$ cat config.mk
export PLATFORM = sky130hd
export DESIGN_NAME = uart_rx_ext
export DESIGN_NICKNAME = d
export VERILOG_FILES = /design/src/rtl/uart_pkg.sv /design/src/rtl/baud_generator.sv /design/src/rtl/uart_rx_fifo.sv /design/src/rtl/uart_rx_ext.sv
export SDC_FILE = /design/constraint.sdc
export NUM_CORES = 1
export LEC_CHECK = 0
export ABC_AREA = 1
export CORE_MARGIN = 5
export CORE_UTILIZATION = 60
export DETAILED_ROUTE_END_ITERATION = 16
export HOLD_SLACK_MARGIN = 0.1
export PLACE_DENSITY = 0.79
export SYNTH_ARGS = -nofsm -noshare
export SYNTH_HDL_FRONTEND = slang
export SYNTH_SLANG_ARGS = --single-unit
$ cat constraint.sdc
create_clock -name clk -period 4.05 [get_ports clk]
set_clock_uncertainty 0.1 [all_clocks]
set_input_delay 0.6075 -clock clk [delete_from_list [all_inputs] [get_ports clk]]
set_output_delay 0.6075 -clock clk [all_outputs]
set_load 0.03 [all_outputs]
$ cat src/rtl/uart_pkg.sv
// -----------------------------------------------------------------------------
// uart_pkg
// Shared definitions for the UART receive path.
//   - rx_state_t : receive FSM state encoding
//   - PAR_*      : PARITY parameter mode constants
//   - OVS        : oversampling factor (s_ticks per bit)
//   - maj3       : 2-of-3 majority helper for the optional voted sampling
// -----------------------------------------------------------------------------
package uart_pkg;

    typedef enum logic [2:0] {
        ST_IDLE   = 3'd0,
        ST_START  = 3'd1,
        ST_DATA   = 3'd2,
        ST_PARITY = 3'd3,
        ST_STOP   = 3'd4
    } rx_state_t;

    localparam int PAR_NONE = 0;
    localparam int PAR_EVEN = 1;
    localparam int PAR_ODD  = 2;

    localparam int OVS = 16;

    function automatic logic maj3(input logic a, input logic b, input logic c);
        return (a & b) | (a & c) | (b & c);
    endfunction

endpackage

$ cat src/rtl/baud_generator.sv
// -----------------------------------------------------------------------------
// baud_generator
// Free-running divisor counter producing a one-cycle s_tick every DVSR clocks.
// Ports:
//   clk, rst  : clock, asynchronous active-high reset
//   s_tick    : one-cycle pulse, 16x the baud rate
// -----------------------------------------------------------------------------
module baud_generator #(
    parameter int DVSR       = 326,
    parameter int DVSR_WIDTH = 9
) (
    input  logic clk,
    input  logic rst,
    output logic s_tick
);

    logic [DVSR_WIDTH-1:0] cnt;
    logic                  cnt_last;

    assign cnt_last = (cnt == DVSR_WIDTH'(DVSR - 1));
    assign s_tick   = cnt_last;

    always_ff @(posedge clk or posedge rst) begin
        if (rst) begin
            cnt <= '0;
        end else if (cnt_last) begin
            cnt <= '0;
        end else begin
            cnt <= cnt + 1'b1;
        end
    end

endmodule

$ cat src/rtl/uart_rx_fifo.sv
// -----------------------------------------------------------------------------
// uart_rx_fifo
// Show-ahead FIFO, W bits wide, 2^FIFO_W entries deep.
// Ports:
//   clk, rst : clock, asynchronous active-high reset (clears storage too)
//   wr       : push w_data this cycle
//   w_data   : word to push
//   rd       : pop the head this cycle
//   r_data   : head word, read combinationally from storage
//   empty    : no entries (from registered pointers)
//   full     : all entries used (from registered pointers)
//   drop     : push rejected this cycle (full and no simultaneous pop)
// Handshake: a pop takes effect on any clock with rd=1 and empty=0; a push
// takes effect on any clock with wr=1 and (full=0 or rd=1). A push while full
// together with a pop is accepted, leaving occupancy unchanged.
// -----------------------------------------------------------------------------
module uart_rx_fifo #(
    parameter int W      = 10,
    parameter int FIFO_W = 2
) (
    input  logic         clk,
    input  logic         rst,
    input  logic         wr,
    input  logic [W-1:0] w_data,
    input  logic         rd,
    output logic [W-1:0] r_data,
    output logic         empty,
    output logic         full,
    output logic         drop
);

    localparam int DEPTH = 1 << FIFO_W;

    logic [W-1:0]      mem [DEPTH];
    // One extra pointer bit distinguishes full from empty.
    logic [FIFO_W:0]   wptr;
    logic [FIFO_W:0]   rptr;
    logic [FIFO_W-1:0] widx;
    logic [FIFO_W-1:0] ridx;
    logic              wr_en;
    logic              rd_en;

    assign widx  = wptr[FIFO_W-1:0];
    assign ridx  = rptr[FIFO_W-1:0];
    assign empty = (wptr == rptr);
    assign full  = (wptr[FIFO_W] != rptr[FIFO_W]) && (widx == ridx);

    assign rd_en = rd & ~empty;
    assign wr_en = wr & (~full | rd);
    assign drop  = wr & full & ~rd;

    assign r_data = mem[ridx];

    always_ff @(posedge clk or posedge rst) begin
        if (rst) begin
            wptr <= '0;
            rptr <= '0;
            for (int i = 0; i < DEPTH; i++) begin
                mem[i] <= '0;
            end
        end else begin
            if (wr_en) begin
                mem[widx] <= w_data;
                wptr      <= wptr + 1'b1;
            end
            if (rd_en) begin
                rptr <= rptr + 1'b1;
            end
        end
    end

endmodule

$ cat src/rtl/uart_rx_ext.sv
// -----------------------------------------------------------------------------
// uart_rx_ext
// UART receiver with optional parity, configurable stop length and an RX FIFO
// carrying per-word framing/parity error flags.
// Ports:
//   clk, rst       : clock, asynchronous active-high reset
//   rx             : asynchronous serial input, idle high
//   rd             : pop the FIFO head
//   clr_ovr        : clear the sticky overrun flag
//   rd_data        : FIFO head data (DBIT bits)
//   rd_frame_err   : framing error stored with the head word
//   rd_parity_err  : parity error stored with the head word
//   rx_empty       : FIFO empty
//   rx_full        : FIFO full
//   overrun        : sticky, set when a received word is dropped
// Build option:
//   UART_RX_MAJORITY_EN : data/parity/stop bits are the 2-of-3 vote of the
//                         synchronised line at s=13, 14 and 15; otherwise the
//                         single value at s=15. Start validation is always a
//                         single sample at s=7.
// -----------------------------------------------------------------------------
module uart_rx_ext
    import uart_pkg::*;
#(
    parameter int DBIT       = 8,
    parameter int PARITY     = 0,
    parameter int SB_TICK    = 16,
    parameter int DVSR       = 326,
    parameter int DVSR_WIDTH = 9,
    parameter int FIFO_W     = 2
) (
    input  logic            clk,
    input  logic            rst,
    input  logic            rx,
    input  logic            rd,
    input  logic            clr_ovr,
    output logic [DBIT-1:0] rd_data,
    output logic            rd_frame_err,
    output logic            rd_parity_err,
    output logic            rx_empty,
    output logic            rx_full,
    output logic            overrun
);

    localparam int S_W = ($clog2(SB_TICK) > 4) ? $clog2(SB_TICK) : 4;
    localparam int N_W = $clog2(DBIT);
    localparam int WW  = DBIT + 2;

    localparam logic [S_W-1:0] S_MID       = S_W'(7);
    localparam logic [S_W-1:0] S_LAST      = S_W'(OVS - 1);
    localparam logic [S_W-1:0] S_STOP_LAST = S_W'(SB_TICK - 1);
    localparam logic [N_W-1:0] N_LAST      = N_W'(DBIT - 1);
    localparam logic           ODD_SENSE   = (PARITY == PAR_ODD) ? 1'b1 : 1'b0;

    // ---------------------------------------------------------------- sync
    logic rx_meta;
    logic rx_sync;

    always_ff @(posedge clk or posedge rst) begin
        if (rst) begin
            rx_meta <= 1'b1;
            rx_sync <= 1'b1;
        end else begin
            rx_meta <= rx;
            rx_sync <= rx_meta;
        end
    end

    // ---------------------------------------------------------------- tick
    logic s_tick;

    baud_generator #(
        .DVSR       (DVSR),
        .DVSR_WIDTH (DVSR_WIDTH)
    ) u_baud (
        .clk    (clk),
        .rst    (rst),
        .s_tick (s_tick)
    );

    // ---------------------------------------------------------------- FSM regs
    rx_state_t         state;
    logic [S_W-1:0]    s;
    logic [N_W-1:0]    n;
    logic [DBIT-1:0]   data;
    logic              parity_err;
    logic              frame_err;
    logic              push;
    logic [WW-1:0]     push_word;

    // ---------------------------------------------------------------- sampling
    logic bit_sample;

`ifdef UART_RX_MAJORITY_EN
    logic samp_a;
    logic samp_b;

    always_ff @(posedge clk or posedge rst) begin
        if (rst) begin
            samp_a <= 1'b1;
            samp_b <= 1'b1;
        end else if (s_tick && (state == ST_DATA || state == ST_PARITY || state == ST_STOP)) begin
            if (s == S_W'(OVS - 3)) samp_a <= rx_sync;
            if (s == S_W'(OVS - 2)) samp_b <= rx_sync;
        end
    end

    assign bit_sample = maj3(samp_a, samp_b, rx_sync);
`else
    assign bit_sample = rx_sync;
`endif

    // Parity check result for the bit being sampled now.
    logic par_calc;
    assign par_calc = ((^data) ^ bit_sample) ^ ODD_SENSE;

    // For a 1-bit stop the frame check and the push land on the same tick,
    // so the pushed flag must include the sample taken on that tick.
    logic stop_fe;
    assign stop_fe = (s == S_LAST) ? ~bit_sample : frame_err;

    always_ff @(posedge clk or posedge rst) begin
        if (rst) begin
            state      <= ST_IDLE;
            s          <= '0;
            n          <= '0;
            data       <= '0;
            parity_err <= 1'b0;
            frame_err  <= 1'b0;
            push       <= 1'b0;
            push_word  <= '0;
        end else begin
            push <= 1'b0;
            if (s_tick) begin
                case (state)
                    ST_IDLE: begin
                        if (!rx_sync) begin
                            state <= ST_START;
                            s     <= '0;
                        end
                    end
                    ST_START: begin
                        if (s == S_MID) begin
                            if (!rx_sync) begin
                                state      <= ST_DATA;
                                s          <= '0;
                                n          <= '0;
                                parity_err <= 1'b0;
                                frame_err  <= 1'b0;
                            end else begin
                                // Line went high again before mid-start: glitch.
                                state <= ST_IDLE;
                                s     <= '0;
                            end
                        end else begin
                            s <= s + 1'b1;
                        end
                    end
                    ST_DATA: begin
                        if (s == S_LAST) begin
                            s    <= '0;
                            data <= {bit_sample, data[DBIT-1:1]};
                            if (n == N_LAST) begin
                                if (PARITY != PAR_NONE) state <= ST_PARITY;
                                else                    state <= ST_STOP;
                            end else begin
                                n <= n + 1'b1;
                            end
                        end else begin
                            s <= s + 1'b1;
                        end
                    end
                    ST_PARITY: begin
                        if (s == S_LAST) begin
                            s          <= '0;
                            parity_err <= par_calc;
                            state      <= ST_STOP;
                        end else begin
                            s <= s + 1'b1;
                        end
                    end
                    ST_STOP: begin
                        if (s == S_LAST) begin
                            frame_err <= ~bit_sample;
                        end
                        if (s == S_STOP_LAST) begin
                            push      <= 1'b1;
                            push_word <= {stop_fe, parity_err, data};
                            state     <= ST_IDLE;
                            s         <= '0;
                        end else begin
                            s <= s + 1'b1;
                        end
                    end
                    default: begin
                        state <= ST_IDLE;
                        s     <= '0;
                    end
                endcase
            end
        end
    end

    // ---------------------------------------------------------------- FIFO
    logic [WW-1:0] head;
    logic          drop;

    uart_rx_fifo #(
        .W      (WW),
        .FIFO_W (FIFO_W)
    ) u_fifo (
        .clk    (clk),
        .rst    (rst),
        .wr     (push),
        .w_data (push_word),
        .rd     (rd),
        .r_data (head),
        .empty  (rx_empty),
        .full   (rx_full),
        .drop   (drop)
    );

    assign rd_data       = head[DBIT-1:0];
    assign rd_parity_err = head[DBIT];
    assign rd_frame_err  = head[DBIT+1];

    // Sticky overrun; a new drop wins over a simultaneous clear.
    always_ff @(posedge clk or posedge rst) begin
        if (rst) begin
            overrun <= 1'b0;
        end else if (drop) begin
            overrun <= 1'b1;
        end else if (clr_ovr) begin
            overrun <= 1'b0;
        end
    end

endmodule

After elaboration in Yosys (flattened, before gate mapping):

Index checks and enable logic that the tools add are counted.

* bits in registers: 88
* input port bits: 5
* word-level logic and storage cells: 103

* add/sub/neg operators: 5
* magnitude comparators: 3
* eq/ne operators: 19
* muxes and demuxes: 33
* bitwise gates (word level): 12
* reduce and logical (&&, ||, !) cells: 14

Operator list (count)
* $bwmux W40: 1
* $mux W10: 3
* $mux W3: 10
* $bmux W10 S2: 1
* $demux W10 S2: 1
* $ne A2 B2 Y1 const B: 8
* $pmux W3 S5: 1
* $mux W4: 3
* $pmux W4 S3: 1
* $add A3 B1 Y3 const B: 3
* $add A9 B1 Y9 const B: 1
* $eq A9 B9 Y1 const B: 1
* $mux W9: 1
* $mux W1: 8
* $reduce_xor A8 Y1: 1
* $reduce_and A7 Y1: 1
* $eq A3 B2 Y1 const B: 2
* $eq A3 B3 Y1 const B: 2
* $ge A3 B3 Y1 const B: 2
* $not A2 Y3: 2
* $pmux W3 S2: 1
* $reduce_and A3 Y1: 2
* $reduce_and A6 Y1: 1
* $reduce_bool A2 Y1: 3
* other kinds (19): 26

Depth between registers and ports, before layout:

Gate-level depths: netlist of run 1.

* depth after elaboration: 6
* depth in mapped cells: 11
* mapped depth without buffers: 11

Hierarchy:

Synthesis of run 1 repeated with hierarchy kept, for this count alone.

* cell total of the unflattened synthesis: 571
* area total of the unflattened synthesis: 4589.4 um^2

Modules (own cells, without submodules)
* uart_rx_fifo: instances 1, cells each 287, area an instance 2367.3 um^2
* uart_rx_ext: instances 1, cells each 219, area an instance 1741.7 um^2
* baud_generator: instances 1, cells each 65, area an instance 480.5 um^2

Least setup slack after synthesis of run 1:

No wires, ideal clock.

* path kind: reg-to-output
* start point: register u_fifo.rptr[0]
* end point: output port rd_data[1]
* data arrival time: 1.353 ns
* required time: 3.342 ns
* path slack: 1.990 ns
* cell stages (with the launch flop): 5
* buffers on the path: 1
* cells stage by stage: dfrtp_1 > inv_1 > clkbuf_1 > nor2_1 > o22ai_1

* word-level cells in the longest chain between the ends: 4

RTL lines
* start: declaration: line uart_rx_fifo.sv:37 `logic [FIFO_W:0] rptr;`
* start signal: assignment: line uart_rx_fifo.sv:67 `rptr <= rptr + 1'b1;`
* $not A2 Y3 (implied by the code): line uart_rx_fifo.sv:52 `assign r_data = mem[ridx];`
* $bmux W10 S2: line uart_rx_fifo.sv:52
* $mux W10 (implied by the code) (2 in series): line uart_rx_fifo.sv:52
* end: declaration: line uart_rx_ext.sv:37 `output logic [DBIT-1:0] rd_data,`

No other way between the ends. The select of a mux whose other input is x is not followed.

Final worst setup path of run 1:

* start point: register u_fifo.rptr[0]
* end point: output port rd_data[2]

The elaborated chain is that of the path after synthesis.

==> qor.log, run 1 <==
[outcome] result of the run finished clean
[floorplan] starting density of the core 61.7%
[synthesis] count of warnings emitted by yosys 0
[grt] Total GRT Usage 21.7%
[grt] first-pass GRT wire length 15,800 um
[detailed_routing] number of DRC violations after detailed routing 0
[grt] number of global-route vias before repair 3,447
[placement] half-perimeter wire length after detailed placement 6370 um
[floorplan] I/O pin total 18
[synthesis] dominant synthesized flop cell sky130_fd_sc_hd__dfrtp_1
[placement] worst-case setup slack after placement 1340 ps
[worst_setup_path] required time at the worst-slack endpoint 3340 ps
[worst_setup_path] Reg-to-Reg End u_fifo.mem[1]
[hold_path] Hold Path End bit_sample
[cts] PostCTS Resize Cnt 0
[flow_run] number of max-cap violations 0
[floorplan] full die area 9280 um^2
[worst_setup_path] startpoint of the most critical register-to-register path u_fifo.rptr[1]
[timing] setup repair after global routing missed its margin no
[detailed_routing] Via density 5.62
[worst_setup_path] worst r2r path cells 7
[synthesis] Cell Area, Synth 4470 um^2
[floorplan] number of cell rows 31
[hold_path] worst min-delay path startpoint rx_meta
[timing] final number of setup-violating endpoints 0
[synthesis] flops & latches, synth 88
[synthesis] top-area cell type share of the netlist area 48.1%
[cts] hold-fix buffers at CTS 0
[worst_setup_path] cell class contributing the biggest share of worst-path delay buffers and inverters
[placement] placed inst area 4700 um^2
[detailed_routing] router iterations before antenna repair 5
[detailed_routing] number of violations reported at the end of detailed-routing iteration 0 253
[synthesis] most repeated cell in the gate-level netlist after synthesis sky130_fd_sc_hd__nand2_1
[worst_setup_path] number of buffers and inverters on the critical path 3
[cts] buffer cell driving the clock tree root sky130_fd_sc_hd__clkbuf_8
[placement] # port buffers 17
[grt] residual overflow from global routing 0
[placement] last weighted congestion value of the routability-driven placer 0.845
[worst_setup_path] nature of the critical path endpoint output port
[timing] final hold viol count 0
[detailed_routing] number of routed nets with antenna violations 0
[timing] part of the cycle the worst path needs 77.7%
[power_and_ir_drop] leakage power of the design 0.00250 uW
[power_and_ir_drop] Power Dens Cells 473 nW/um^2
[synthesis] cell types occupying the most area after synthesis sky130_fd_sc_hd__dfrtp_1 48%, sky130_fd_sc_hd__nand2_1 14%, sky130_fd_sc_hd__nand4_1 5.7%
[cts] maximum buffer depth of the clock tree 2
[detailed_routing] drt wl/cell 14.3 um
[cts] number of post-CTS setup repair buffers 0
[detailed_routing] via count 3,598
[final_layout] number of filler cells placed in the layout 579
[final_layout] post-layout net count 551
[power_and_ir_drop] IR Drop Worst-Case VDD 199 uV
[synthesis] ys async rst share 100%
[synthesis] part of the Yosys area used for sequential elements 49.3%
[final_layout] # diodes 0
[synthesis] net count of the mapped netlist 540
[grt] largest net degree at the start of global routing 54
[cts] worst-skew pair later-pin latency 350 ps
[grt] initial antenna violation count 0
[worst_setup_path] Critical Path Source Type flip-flop
[worst_setup_path] highest net fanout along the worst path 23
[detailed_routing] routed wire length 9130 um
[timing] post-layout minimum cycle time 3150 ps
[floorplan] standard cell core area 7250 um^2
[synthesis] Post-Syn Instances 525
[timing] headroom to the max-slew limit 29.4%
[worst_setup_path] delay of the slowest cell on the worst path 700 ps
[synthesis] Synth cell types 34
[hold_path] cell count of the worst hold path 0
[worst_setup_path] CP cell instances buf_4, inv_1, o21ai_0, o22ai_1, clkdlybuf4s50_1
[cts] CTS buffer count 9
[worst_setup_path] Slowest-stage cell, CP sky130_fd_sc_hd__clkdlybuf4s50_1
[cts] clock tree from TritonCTS built
[synthesis] synthesized area per cell 8.52 um^2
[worst_setup_path] path type of the worst setup path flip-flop to output port
[cts] depth of the CTS H-tree 3
[final_layout] Area growth syn-to-layout 10.6%
[synthesis] Synth top cells by count 164 x sky130_fd_sc_hd__nand2_1, 86 x sky130_fd_sc_hd__dfrtp_1, 41 x sky130_fd_sc_hd__nand4_1, 38 x sky130_fd_sc_hd__inv_1, 33 x sky130_fd_sc_hd__nor2_1
[synthesis] number of synthesized flops with an enable pin 0
[hold_path] kind of path behind the tightest hold check flip-flop to flip-flop
[timing] sum of negative setup slack 0 ps
[timing] actual transition at the worst max-transition pin 1060 ps
[final_layout] area of all placed cells without fillers 4950 um^2
[synthesis] post-synthesis cell type with the largest combined area sky130_fd_sc_hd__dfrtp_1
[worst_setup_path] setup slack on the worst flop-to-flop path 1710 ps
[cts] Reg clk slew, reported paths 90 ps
[floorplan] height of the die 96.3 um
[timing] maximum frequency from static timing analysis 318 MHz
[timing] Worst Slack Setup Final 902 ps
[worst_setup_path] endpoint arrival time on the critical path 2440 ps
[power_and_ir_drop] overall power 2340 uW
[timing] Slew Viols, Final 0
[cts] Sinks on Clock Net 88
[floorplan] Die X-Extent 96.3 um
[final_layout] fraction of layout cells with a size suffix above 1 12.2%
-- per-layer routing --
layer	GRT usage, %	routed length (um)	up-vias
met3	3.36	459	13
met1	28.0	3970	1727
met2	37.3	4590	103
li1	-	-	1755
met4	7.48	112	0
met5	0	0	-
-- kinds of logic (layout without fill, tap and decap cells) --
| logic type | count (synthesis) | after routing | synth area share, % |
|---|---|---|---|
| AOI/OAI and AO/OA | 67 | 67 | 9.09 |
| xor gates and xnor gates | 15 | 15 | 2.94 |
| adders and majority gates | 10 | 10 | 2.80 |
| buffers and inverters | 65 | 81 | 5.93 |
| DFF | 88 | 88 | 49.3 |
| and+or+nand+nor | 280 | 280 | 29.9 |
-- metrics by stage --
stage | utilization (%) | hold slack [ps] | instances
after global routing | 68.2 | 270 | 640
after CTS | 68.2 | 261 | 640
after global placement | 64.8 | 246 | 624
after floorplan | - | 245 | 525
after detailed placement | 64.8 | 248 | 624
final | 68.2 | 260 | 640
-- cell type report --
type / count / area, um^2 / area share (%)
flip-flops and latches: 88 / 2200 / 44.6
multi-input cells: 372 / 2000 / 40.5
repair buffers: 21 / 200 / 4.05
inverters: 44 / 168 / 3.39
clock buffers: 9 / 124 / 2.50
clock inverters: 7 / 124 / 2.50
well taps: 99 / 124 / 2.50
-- worst max path at each step --
stage                         startpoint    endpoint  slack, ps  cells after the start
after detailed placement  u_fifo.rptr[0]  rd_data[7]       1340                      5
final                     u_fifo.rptr[0]  rd_data[2]        900                      5
after CTS                 u_fifo.rptr[0]  rd_data[7]        940                      5
after global routing      u_fifo.rptr[0]  rd_data[3]        790                      5
after global placement    u_fifo.rptr[0]  rd_data[4]       1440                      5
after floorplan                      rst     data[0]       1070                      1
-- power by group --
part / internal, uW / switching [uW]
Clock: 418 / 337
Combinational: 238 / 425
Sequential: 895 / 24.2
Total: 1550 / 786
-- sequential cells by signal (all words and copies together) (netlist names), 3 cells and up --
signal       count
u_fifo.wptr      3
s                4
u_baud.cnt       9
push_word       10
state            3
n                3
u_fifo.rptr      3
data             8
u_fifo.mem      40
-- cells in the final DEF (no fill, tap or decap) --
cell                              Yosys  routed
sky130_fd_sc_hd__nand2_1            164     164
sky130_fd_sc_hd__dfrtp_1             86      86
sky130_fd_sc_hd__nand4_1             41      41
sky130_fd_sc_hd__inv_1               38      37
sky130_fd_sc_hd__nor2_1              33      33
sky130_fd_sc_hd__o21ai_0             31      31
sky130_fd_sc_hd__clkdlybuf4s50_1      0      17
sky130_fd_sc_hd__o21ai_2             15      15
sky130_fd_sc_hd__nand3_1             13      13
sky130_fd_sc_hd__o22ai_1             10      10
sky130_fd_sc_hd__ha_1                10      10
sky130_fd_sc_hd__xor2_1               9       9
sky130_fd_sc_hd__clkbuf_8             0       9
sky130_fd_sc_hd__xnor2_1              6       6
sky130_fd_sc_hd__nand3_2              6       6
sky130_fd_sc_hd__nand2_2              5       5
sky130_fd_sc_hd__a21oi_1              5       5
sky130_fd_sc_hd__o21ai_1              5       5
sky130_fd_sc_hd__inv_2                4       4
sky130_fd_sc_hd__nor3_1               4       4
sky130_fd_sc_hd__buf_4                0       4
sky130_fd_sc_hd__nor2_2               3       3
sky130_fd_sc_hd__nor2_4               3       3
sky130_fd_sc_hd__clkinv_2             1       3
sky130_fd_sc_hd__bufinv_16            0       3
sky130_fd_sc_hd__nand4_4              2       2
sky130_fd_sc_hd__nand3b_1             2       2
sky130_fd_sc_hd__dfstp_2              2       2
sky130_fd_sc_hd__inv_6                0       2
sky130_fd_sc_hd__nand4_2              1       1
sky130_fd_sc_hd__nor2_8               1       1
sky130_fd_sc_hd__clkinv_1             1       1
sky130_fd_sc_hd__o31ai_1              1       1
sky130_fd_sc_hd__nand3_4              1       1
sky130_fd_sc_hd__or2_2                1       1
sky130_fd_sc_hd__inv_8                0       1
No activity file was read; power rests on OpenSTA's default activity.
==> inputs of run 2 (changes only) <==
==> constraint.sdc (replaced) <==
create_clock -name clk -period 3.2 [get_ports clk]
set_clock_uncertainty 0.1 [all_clocks]
set_input_delay 0.48 -clock clk [delete_from_list [all_inputs] [get_ports clk]]
set_output_delay 0.48 -clock clk [all_outputs]
set_load 0.03 [all_outputs]
==> run 2 against run 1 <==
  * Final area decreased by 0.81%
  * Power increased by 17%
  * First-iteration DRC count increased by 23%
  * Critical endpoint is now rd_data[4]
  * Largest cell class unchanged
==> qor.log, run 2 (synthesis gave the netlist of run 1 again) <==
[outcome] result of the run finished clean [unchanged]
[final_layout] Reg with most FFs u_fifo.mem [unchanged]
[floorplan] full die area 9280 um^2 [unchanged]
[worst_setup_path] startpoint of the most critical register-to-register path u_fifo.rptr[1] [unchanged]
[cts] buffer cell driving the clock tree root sky130_fd_sc_hd__clkbuf_8 [unchanged]
[cts] CTS buffer count 9 [unchanged]
[grt] largest net degree at the start of global routing 37 [was 54]
[floorplan] standard cell core area 7250 um^2 [unchanged]
[floorplan] starting density of the core 61.7% [unchanged]
[worst_setup_path] path type of the worst setup path flip-flop to output port [unchanged]
[final_layout] sequential cell area 2200 um^2 [unchanged]
[timing] setup repair after global routing missed its margin no [unchanged]
[timing] part of the cycle the worst path needs 88.9%
[power_and_ir_drop] Power Dens Cells 556 nW/um^2 [was 473 nW/um^2]
[detailed_routing] router iterations before antenna repair 5 [unchanged]
[timing] actual transition at the worst max-transition pin 651 ps [was 1060 ps]
[cts] worst-skew pair later-pin latency 360 ps [was 350 ps]
[timing] Slew Viols, Final 0 [unchanged]
[timing] final hold slack 261 ps [was 260 ps]
[timing] final hold viol count 0 [unchanged]
[grt] number of global-route vias before repair 3,615 [was 3,447]
[timing] maximum frequency from static timing analysis 352 MHz
[detailed_routing] number of violations reported at the end of detailed-routing iteration 0 311 [was 253]
[cts] Sinks on Clock Net 88 [unchanged]
[floorplan] height of the die 96.3 um [unchanged]
[grt] residual overflow from global routing 0 [unchanged]
[final_layout] number of flip-flops under the largest register name 40 [unchanged]
[final_layout] count of placed standard cells in the final layout, fillers left out 642 [was 640]
[timing] sum of negative setup slack 0 ps [unchanged]
[hold_path] kind of path behind the tightest hold check flip-flop to flip-flop [unchanged]
[final_layout] number of filler cells placed in the layout 599 [was 579]
[timing] Worst Slack Setup Final 356 ps [was 902 ps]
[final_layout] largest registers u_fifo.mem: 40 flops, push_word: 10 flops, u_baud.cnt: 9 flops [unchanged]
[cts] Reg clk slew, reported paths 90 ps [about the same]
[final_layout] fraction of layout cells with a size suffix above 1 12.5% [was 12.2%]
[detailed_routing] number of routed nets with antenna violations 0 [unchanged]
[hold_path] worst min-delay path startpoint rx_meta [unchanged]
[floorplan] I/O pin total 18 [unchanged]
[worst_setup_path] nature of the critical path endpoint output port [unchanged]
[detailed_routing] Via density 5.58 [was 5.62]
[final_layout] most frequent cells in the layout 164 x sky130_fd_sc_hd__nand2_1, 86 x sky130_fd_sc_hd__dfrtp_1, 41 x sky130_fd_sc_hd__nand4_1 [unchanged]
[placement] worst-case setup slack after placement 723 ps [was 1340 ps]
[grt] initial antenna violation count 0 [unchanged]
[detailed_routing] number of DRC violations after detailed routing 0 [unchanged]
[final_layout] # diodes 0 [unchanged]
[final_layout] post-layout net count 553 [was 551]
[grt] first-pass GRT wire length 15,900 um [was 15,800 um]
[detailed_routing] routed wire length 9040 um [was 9130 um]
[power_and_ir_drop] leakage power of the design 0.00247 uW [was 0.00250 uW]
[final_layout] area of all placed cells without fillers 4910 um^2 [was 4950 um^2]
[placement] placed inst area 4730 um^2 [was 4700 um^2]
[final_layout] most frequent standard cell in the layout excluding fill and tap cells sky130_fd_sc_hd__nand2_1 [unchanged]
[placement] half-perimeter wire length after detailed placement 6370 um [about the same]
[worst_setup_path] required time at the worst-slack endpoint 2620 ps [was 3340 ps]
[final_layout] multi-input logic area 2000 um^2 [unchanged]
[timing] headroom to the max-slew limit 56.6% [was 29.4%]
[floorplan] Die X-Extent 96.3 um [unchanged]
[flow_run] number of max-cap violations 0 [unchanged]
[detailed_routing] via count 3,582 [was 3,598]
[detailed_routing] drt wl/cell 14.1 um [was 14.3 um]
[cts] depth of the CTS H-tree 3 [unchanged]
[placement] number of placed instances with taps included 626 [was 624]
[worst_setup_path] highest net fanout along the worst path 21 [was 23]
[worst_setup_path] Critical Path Source Type flip-flop [unchanged]
[final_layout] Area growth syn-to-layout 9.71% [was 10.6%]
[cts] maximum buffer depth of the clock tree 2 [unchanged]
[worst_setup_path] endpoint arrival time on the critical path 2260 ps [was 2440 ps]
[floorplan] number of cell rows 31 [unchanged]
[timing] post-layout minimum cycle time 2840 ps
[worst_setup_path] beginning of the critical path u_fifo.rptr[0] [unchanged]
[cts] clock tree from TritonCTS built [unchanged]
[cts] PostCTS Resize Cnt 0 [unchanged]
[grt] Total GRT Usage 21.6% [was 21.7%]
[timing] final number of setup-violating endpoints 0 [unchanged]
[cts] number of post-CTS setup repair buffers 0 [unchanged]
[power_and_ir_drop] IR Drop Worst-Case VDD 286 uV [was 199 uV]
[cts] hold-fix buffers at CTS 0 [unchanged]
[placement] last weighted congestion value of the routability-driven placer 0.864 [was 0.845]
[placement] # port buffers 17 [unchanged]
run 2: path summary, 6_finish.rpt:
| check | to | slack (ps) | depth (start not counted) |
|---|---|---|---|
| worst max-delay path | rd_data[4] | 360 | 4 |
| worst max register to register | u_fifo.mem[1] | 1100 | 7 |
| worst min register to register | bit_sample | 260 | 0 |
| max in group asynchronous | u_fifo.mem[6] | 1890 | 3 |
| min in group asynchronous | overrun | 400 | 2 |
| worst min-delay path | bit_sample | 260 | 0 |
run 2: report_power, final:
group / switching [uW] / internal [uW] / leakage [uW]
Sequential: 34.7 / 1130 / 0.00120
Combinational: 548 / 308 / 0.00119
Clock: 416 / 288 / 0.0000898
run 2: layout make-up:
cell class              count  share of cell area (%)
flip-flops and latches     88                    44.9
multi-input cells         372                    40.8
repair buffers             23                    4.64
inverters                  44                    3.42
clock buffers               9                    2.52
well taps                  99                    2.52
clock inverters             7                    1.15
run 2: per-layer routing:
layer	track usage, %	wire (um)
met4	9.00	164
met3	3.44	417
met5	0	0
met2	37.1	4550
met1	27.1	3900
run 2: through the flow:
stage	util, %	power [uW]
global placement	65.2	2020
floorplan	-	1740
CTS	67.6	2740
detailed placement	65.2	2040
global route	67.6	2870
finish	67.6	2730
run 2: critical path, cell delays in order (launching register included):
cell and delay [ps]:
sky130_fd_sc_hd__dfrtp_1 430, sky130_fd_sc_hd__inv_1 450, sky130_fd_sc_hd__o21ai_0 180, sky130_fd_sc_hd__o22ai_1 150
sky130_fd_sc_hd__clkdlybuf4s50_1 690
==> inputs of run 3 (changes only) <==
--- a/config.mk
+++ b/config.mk
@@ -5,12 +5,12 @@
 export SDC_FILE = /design/constraint.sdc
 export NUM_CORES = 1
 export LEC_CHECK = 0
-export ABC_AREA = 1
 export CORE_MARGIN = 5
 export CORE_UTILIZATION = 60
 export DETAILED_ROUTE_END_ITERATION = 16
 export HOLD_SLACK_MARGIN = 0.1
 export PLACE_DENSITY = 0.79
+export SLEW_MARGIN = 40
 export SYNTH_ARGS = -nofsm -noshare
 export SYNTH_HDL_FRONTEND = slang
 export SYNTH_SLANG_ARGS = --single-unit
==> run 3 against run 2 <==
  * Largest cell class unchanged
  * Sequential share of layout area rose by 3.1 points
  * Critical path type unchanged
  * Register-to-register slack got worse by 170 ps
  * Combinational power fell by 96%
  * Clock power rose by 12%
  * Worst setup slack got worse by 140 ps
  * Via count fell by 35%
  * Power fell by 29%
  * Synthesized cell count fell by 44%
  * First-iteration DRC count fell by 76%
  * Critical path depth did not move
==> qor.log, run 3 <==
[outcome] result of the run finished clean [unchanged]
[synthesis] dominant synthesized flop cell sky130_fd_sc_hd__dfrtp_1 [unchanged]
[worst_setup_path] highest net fanout along the worst path 13 [was 21]
[cts] PostCTS Resize Cnt 0 [unchanged]
[worst_setup_path] number of buffers and inverters on the critical path 1 [was 2]
[placement] last weighted congestion value of the routability-driven placer 0.801 [was 0.864]
[final_layout] number of flip-flops under the largest register name 40 [unchanged]
[synthesis] ys async rst share 100% [unchanged]
[timing] maximum frequency from static timing analysis 335 MHz [was 352 MHz]
[detailed_routing] number of DRC violations after detailed routing 0 [unchanged]
[cts] maximum buffer depth of the clock tree 2 [unchanged]
[timing] final number of setup-violating endpoints 0 [unchanged]
[worst_setup_path] required time at the worst-slack endpoint 2620 ps [about the same]
[synthesis] flops & latches, synth 88 [unchanged]
[final_layout] most frequent standard cell in the layout excluding fill and tap cells sky130_fd_sc_hd__dfrtp_1 [was sky130_fd_sc_hd__nand2_1]
[worst_setup_path] path type of the worst setup path flip-flop to output port [unchanged]
[detailed_routing] drt wl/cell 16.8 um [was 14.1 um]
[power_and_ir_drop] Power Dens Cells 423 nW/um^2 [was 556 nW/um^2]
[cts] hold-fix buffers at CTS 0 [unchanged]
[power_and_ir_drop] IR Drop Worst-Case VDD 194 uV [was 286 uV]
[placement] # port buffers 17 [unchanged]
[grt] number of global-route vias before repair 2,459 [was 3,615]
[worst_setup_path] delay of the slowest cell on the worst path 690 ps [about the same]
[synthesis] number of synthesized flops with an enable pin 0 [unchanged]
[cts] clock tree from TritonCTS built [unchanged]
[timing] headroom to the max-slew limit 54.3% [was 56.6%]
[timing] final hold viol count 0 [unchanged]
[synthesis] Post-Syn Instances 296 [was 525]
[cts] Sinks on Clock Net 88 [unchanged]
[synthesis] top-area cell type share of the netlist area 52.3% [was 48.1%]
[worst_setup_path] nature of the critical path endpoint output port [unchanged]
[timing] Slew Viols, Final 0 [unchanged]
[floorplan] height of the die 92.8 um [was 96.3 um]
[final_layout] largest registers u_fifo.mem: 40 flops, push_word: 10 flops, u_baud.cnt: 9 flops [unchanged]
[cts] CTS buffer count 9 [unchanged]
[cts] number of post-CTS setup repair buffers 0 [unchanged]
[floorplan] full die area 8610 um^2 [was 9280 um^2]
[floorplan] standard cell core area 6720 um^2 [was 7250 um^2]
[final_layout] post-layout net count 336 [was 553]
[grt] initial antenna violation count 0 [unchanged]
[grt] residual overflow from global routing 0 [unchanged]
[final_layout] most frequent cells in the layout 86 x sky130_fd_sc_hd__dfrtp_1, 58 x sky130_fd_sc_hd__mux2_2, 17 x sky130_fd_sc_hd__clkdlybuf4s50_1 [was 164 x sky130_fd_sc_hd__nand2_1, 86 x sky130_fd_sc_hd__dfrtp_1, 41 x sky130_fd_sc_hd__nand4_1]
[floorplan] number of cell rows 30 [was 31]
[floorplan] I/O pin total 18 [unchanged]
[timing] actual transition at the worst max-transition pin 684 ps [was 651 ps]
[timing] part of the cycle the worst path needs 93.2% [was 88.9%]
[worst_setup_path] Slowest-stage cell, CP sky130_fd_sc_hd__clkdlybuf4s50_1 [unchanged]
[final_layout] number of filler cells placed in the layout 487 [was 599]
[cts] worst-skew pair later-pin latency 350 ps [was 360 ps]
[power_and_ir_drop] overall power 1940 uW [was 2730 uW]
[cts] Reg clk slew, reported paths 90 ps [about the same]
[final_layout] # diodes 0 [unchanged]
[hold_path] kind of path behind the tightest hold check flip-flop to flip-flop [unchanged]
[synthesis] most repeated cell in the gate-level netlist after synthesis sky130_fd_sc_hd__dfrtp_1 [was sky130_fd_sc_hd__nand2_1]
[power_and_ir_drop] leakage power of the design 0.00220 uW [was 0.00247 uW]
[final_layout] count of placed standard cells in the final layout, fillers left out 406 [was 642]
[final_layout] Area growth syn-to-layout 11.5% [was 9.71%]
[detailed_routing] routed wire length 6830 um [was 9040 um]
[worst_setup_path] CP cell instances xnor2_1, nand2_1, nor2_1, clkdlybuf4s50_1 [was inv_1, o21ai_0, o22ai_1, clkdlybuf4s50_1]
[synthesis] Synth top cells by count 86 x sky130_fd_sc_hd__dfrtp_1, 58 x sky130_fd_sc_hd__mux2_2, 16 x sky130_fd_sc_hd__xnor2_1, 14 x sky130_fd_sc_hd__nor2_1, 12 x sky130_fd_sc_hd__inv_1 [was 164 x sky130_fd_sc_hd__nand2_1, 86 x sky130_fd_sc_hd__dfrtp_1, 41 x sky130_fd_sc_hd__nand4_1, 38 x sky130_fd_sc_hd__inv_1, 33 x sky130_fd_sc_hd__nor2_1]
[synthesis] cell types occupying the most area after synthesis sky130_fd_sc_hd__dfrtp_1 52%, sky130_fd_sc_hd__mux2_2 16%, sky130_fd_sc_hd__mux4_2 5.5% [was sky130_fd_sc_hd__dfrtp_1 48%, sky130_fd_sc_hd__nand2_1 14%, sky130_fd_sc_hd__nand4_1 5.7%]
[grt] largest net degree at the start of global routing 42 [was 37]
[synthesis] synthesized area per cell 13.9 um^2 [was 8.52 um^2]
[detailed_routing] number of violations reported at the end of detailed-routing iteration 0 76 [was 311]
[timing] sum of negative setup slack 0 ps [unchanged]
[flow_run] number of max-cap violations 0 [unchanged]
[synthesis] post-synthesis cell type with the largest combined area sky130_fd_sc_hd__dfrtp_1 [unchanged]
[grt] first-pass GRT wire length 12,000 um [was 15,900 um]
[synthesis] Cell Area, Synth 4110 um^2 [was 4470 um^2]
[synthesis] count of warnings emitted by yosys 0 [unchanged]
[detailed_routing] via count 2,339 [was 3,582]
[detailed_routing] Via density 5.76 [was 5.58]
[cts] depth of the CTS H-tree 3 [unchanged]
[cts] buffer cell driving the clock tree root sky130_fd_sc_hd__clkbuf_8 [unchanged]
[worst_setup_path] cell class contributing the biggest share of worst-path delay buffers and inverters [unchanged]
[worst_setup_path] Critical Path Source Type flip-flop [unchanged]
[worst_setup_path] setup slack on the worst flop-to-flop path 930 ps [was 1100 ps]
[timing] final hold slack 261 ps [about the same]
[synthesis] net count of the mapped netlist 311 [was 540]
[floorplan] Die X-Extent 92.8 um [was 96.3 um]
[detailed_routing] router iterations before antenna repair 4 [was 5]
[detailed_routing] number of routed nets with antenna violations 0 [unchanged]
[final_layout] fraction of layout cells with a size suffix above 1 33.7% [was 12.5%]
[synthesis] Synth cell types 47 [was 34]
[final_layout] fraction of the core area covered by cells at the end of the flow 68.2% [was 67.6%]
[timing] setup repair after global routing missed its margin no [unchanged]
[timing] post-layout minimum cycle time 2980 ps [was 2840 ps]
[grt] Total GRT Usage 17.9% [was 21.6%]
[final_layout] Reg with most FFs u_fifo.mem [unchanged]
[synthesis] part of the Yosys area used for sequential elements 53.6% [was 49.3%]
[placement] number of placed instances with taps included 390 [was 626]
[floorplan] starting density of the core 61.2% [was 61.7%]
[worst_setup_path] endpoint arrival time on the critical path 2400 ps [was 2260 ps]
[placement] half-perimeter wire length after detailed placement 4790 um [was 6370 um]
run 3: changes by cell type in the layout (fill, tap and decap cells not counted), moves of 10 or more:
cell	change
sky130_fd_sc_hd__nand2_1	-155
sky130_fd_sc_hd__mux2_2	+58
sky130_fd_sc_hd__nand4_1	-40
sky130_fd_sc_hd__inv_1	-26
sky130_fd_sc_hd__o21ai_0	-24
sky130_fd_sc_hd__nor2_1	-19
sky130_fd_sc_hd__o21ai_2	-15
sky130_fd_sc_hd__mux4_2	+10
sky130_fd_sc_hd__o22ai_1	-10
sky130_fd_sc_hd__xnor2_1	+10
run 3: through the flow:
stage                     worst slack [ps]  area, um^2
after floorplan                        345        4110
after global placement                 730        4380
after detailed placement               631        4380
after CTS                              202        4590
after global routing                   109        4590
final                                  217        4590
run 3: kinds of logic (layout without fill, tap and decap cells):
group,count (synthesis),after routing,synth area share (%)
flops,88,88,53.6
fa+ha+maj,10,10,3.04
simple gates,60,60,8.64
compound gates,24,24,4.81
buf+inv,20,50,2.19
mux,73,73,22.9
xor+xnor,21,21,4.81
run 3: report_power, final:
group | internal, uW | switching, uW | leakage, uW
clock network | 406 | 385 | 0.000107
logic | 10.5 | 25.0 | 0.000884
registers | 1110 | 1.47 | 0.00121
total | 1530 | 411 | 0.00220
run 3: worst paths after layout:
check / start / end / cells past startpoint
worst max-delay path: u_fifo.rptr[1] / rx_empty / 4
worst min-delay path: rx_meta / bit_sample / 0
worst max register to register: u_fifo.rptr[1] / u_fifo.mem[0] / 4
worst min register to register: rx_meta / bit_sample / 0
max in group asynchronous: rst / u_baud.cnt[6] / 3
min in group asynchronous: rst / n[2] / 2
run 3: metal layers:
layer,track usage [%],vias to the layer above,part of all wire (%)
met2,29.3,40,49
met1,23.2,1173,46
li1,-,1109,-
met4,8.30,0,2.4
met3,3.09,17,3.2
met5,0,-,0
run 3: worst reg2reg max path: stages, from the launching register on:
cell                      delay (ps)
sky130_fd_sc_hd__dfrtp_1         740
sky130_fd_sc_hd__xnor2_1         260
sky130_fd_sc_hd__a41oi_4         390
sky130_fd_sc_hd__nand2_2         290
sky130_fd_sc_hd__mux2_4          370
run 3: final cells by class:
| type | count | area [um^2] | area share [%] |
|---|---|---|---|
| Sequential cell | 88 | 2200 | 48.1 |
| Multi-Input combinational cell | 188 | 1820 | 39.7 |
| Timing Repair Buffer | 22 | 208 | 4.53 |
| Clock buffer | 12 | 155 | 3.38 |
| Tap cell | 80 | 100 | 2.18 |
| Clock inverter | 4 | 52.6 | 1.15 |
| Inverter | 12 | 46.3 | 1.01 |
==> RTL edit (config.mk and constraints of run 2) <==
`FIFO_W` is set to 2 in 2 places; all go to 1. Comments in the files are not updated.
--- a/src/rtl/uart_rx_fifo.sv
+++ b/src/rtl/uart_rx_fifo.sv
@@ -16,7 +16,7 @@
 // -----------------------------------------------------------------------------
 module uart_rx_fifo #(
     parameter int W      = 10,
-    parameter int FIFO_W = 2
+    parameter int FIFO_W = 1
 ) (
     input  logic         clk,
     input  logic         rst,
--- a/src/rtl/uart_rx_ext.sv
+++ b/src/rtl/uart_rx_ext.sv
@@ -27,7 +27,7 @@
     parameter int SB_TICK    = 16,
     parameter int DVSR       = 326,
     parameter int DVSR_WIDTH = 9,
-    parameter int FIFO_W     = 2
+    parameter int FIFO_W     = 1
 ) (
     input  logic            clk,
     input  logic            rst,
Formal check against the unedited RTL: no difference found for any inputs over 10 cycles, from zero or initial values and one cycle with rst high; that may be too few to reach the edited logic, so the function may still have changed.
==> RTL edit against run 2 <==
  * Worst setup slack better by 230 ps
  * Design area is 22% lower
  * Utilization up 1.9 points
  * Sequential share of layout area fell by 1.5 points
  * Final cell count is 24% lower
  * Routed wire length down 34%
  * Area after synthesis decreased by 24%
  * Fmax is 8.9% higher
  * Register-to-register slack gained 180 ps
  * Sequential cell count is 22 lower
  * Largest cell class unchanged
  * Critical path type unchanged
Power is not compared: it rests on default switching activity, and its combinational part moved more than twofold at a synthesized area within 25%.
==> RTL edit: results <==
set metrics [dict create \
    outcome "finished clean" \
    dp_slack_ps 939.2 \
    grt_pass1_wl_um 10670 \
    drive_gt1_frac 0.1812 \
    leakage_nw 1.858 \
    met1Wirelength_um 2847 \
    relSlewSlack 0.6046 \
    avgViaCountPerCell 4.973 \
    largestRegisters "u_fifo.mem (20), push_word (10), u_baud.cnt (9)" \
    dp_hpwl_um 4157 \
    power.density_nw_per_um2 428.6 \
    clk_pin_slew_ps 70 \
    met2_length_um 2756 \
    synth_seq_area_share 0.4898 \
    antenna_found_initial 0 \
    cts_buffers 9 \
    synth_nets 398 \
    insertion_delay_ps 340 \
    dr_wl_met3_um 206 \
    fillCellCount 433 \
    worstPathArrival_ps 2030 \
    gp_congestion 0.8005 \
    grtUsageTotal 0.1830 \
    ys_top_cells_by_area "dfrtp_1, nand2_1, o21ai_2, inv_1, o21ai_1" \
    drtIter0Drc 110 \
    first_pass_iters 4 \
    cts_root_buf "clkbuf_8" \
    routed_wl_um 5951 \
    synth_commonest_cells "nand2_1, dfrtp_1, inv_1, o21ai_2, nor2_1" \
    hold_class "flop to flop" \
    grt_max_degree 41 \
    ys_warn_count 0 \
    grt_pass1_vias 2396 \
    crit_fanout 13 \
    worst_path_largest_cell_delay_ps 660 \
]
[RTL edit: layer usage]
metal  track usage  up-vias
met5             0        -
met4       0.08345        0
met1        0.2371     1113
li1              -     1257
met3       0.04369       15
met2        0.2910       32
[RTL edit: cell families (layout without fill, tap and decap cells)]
family | after synthesis | count (layout) | share of synthesized area
AO/OA/AOI/OAI | 58 | 58 | 0.1204
XOR/XNOR | 6 | 6 | 0.01556
adder cells (fa/ha/maj) | 5 | 5 | 0.01853
buffers and inverters | 61 | 87 | 0.07929
flip-flops | 66 | 66 | 0.4898
AND/OR/NAND/NOR | 192 | 192 | 0.2764
[RTL edit: cell type report]
cell class	count	area, um^2	area share
Timing Repair Buffer	18	190.2	0.04995
Inverter	53	198.9	0.05225
Sequential cell	66	1654	0.4344
Clock buffer	11	141.4	0.03713
Clock inverter	5	77.57	0.02037
Multi-Input combinational cell	261	1455	0.3822
Tap cell	72	90.09	0.02366
[RTL edit: final timing paths]
kind	start	end	slack [ps]	depth (start not counted)
max reg2reg	u_baud.cnt[1]	push_word[8]	1280	7
min reg2reg	rx_meta	bit_sample	260	0
max	u_fifo.rptr[0]	rd_data[2]	590	4
min	rx_meta	bit_sample	260	0
max in group asynchronous	rst	u_fifo.mem[16]	1960	3
min in group asynchronous	rst	s[0]	430	2
[RTL edit: per-stage QoR]
| step | std cells | area [um^2] |
|---|---|---|
| 2_1_floorplan | 388 | 3377 |
| 3_3_place_gp | 470 | 3588 |
| 3_5_place_dp | 470 | 3588 |
| 4_1_cts | 486 | 3807 |
| 5_1_grt | 486 | 3807 |
| 6_report | 486 | 3807 |
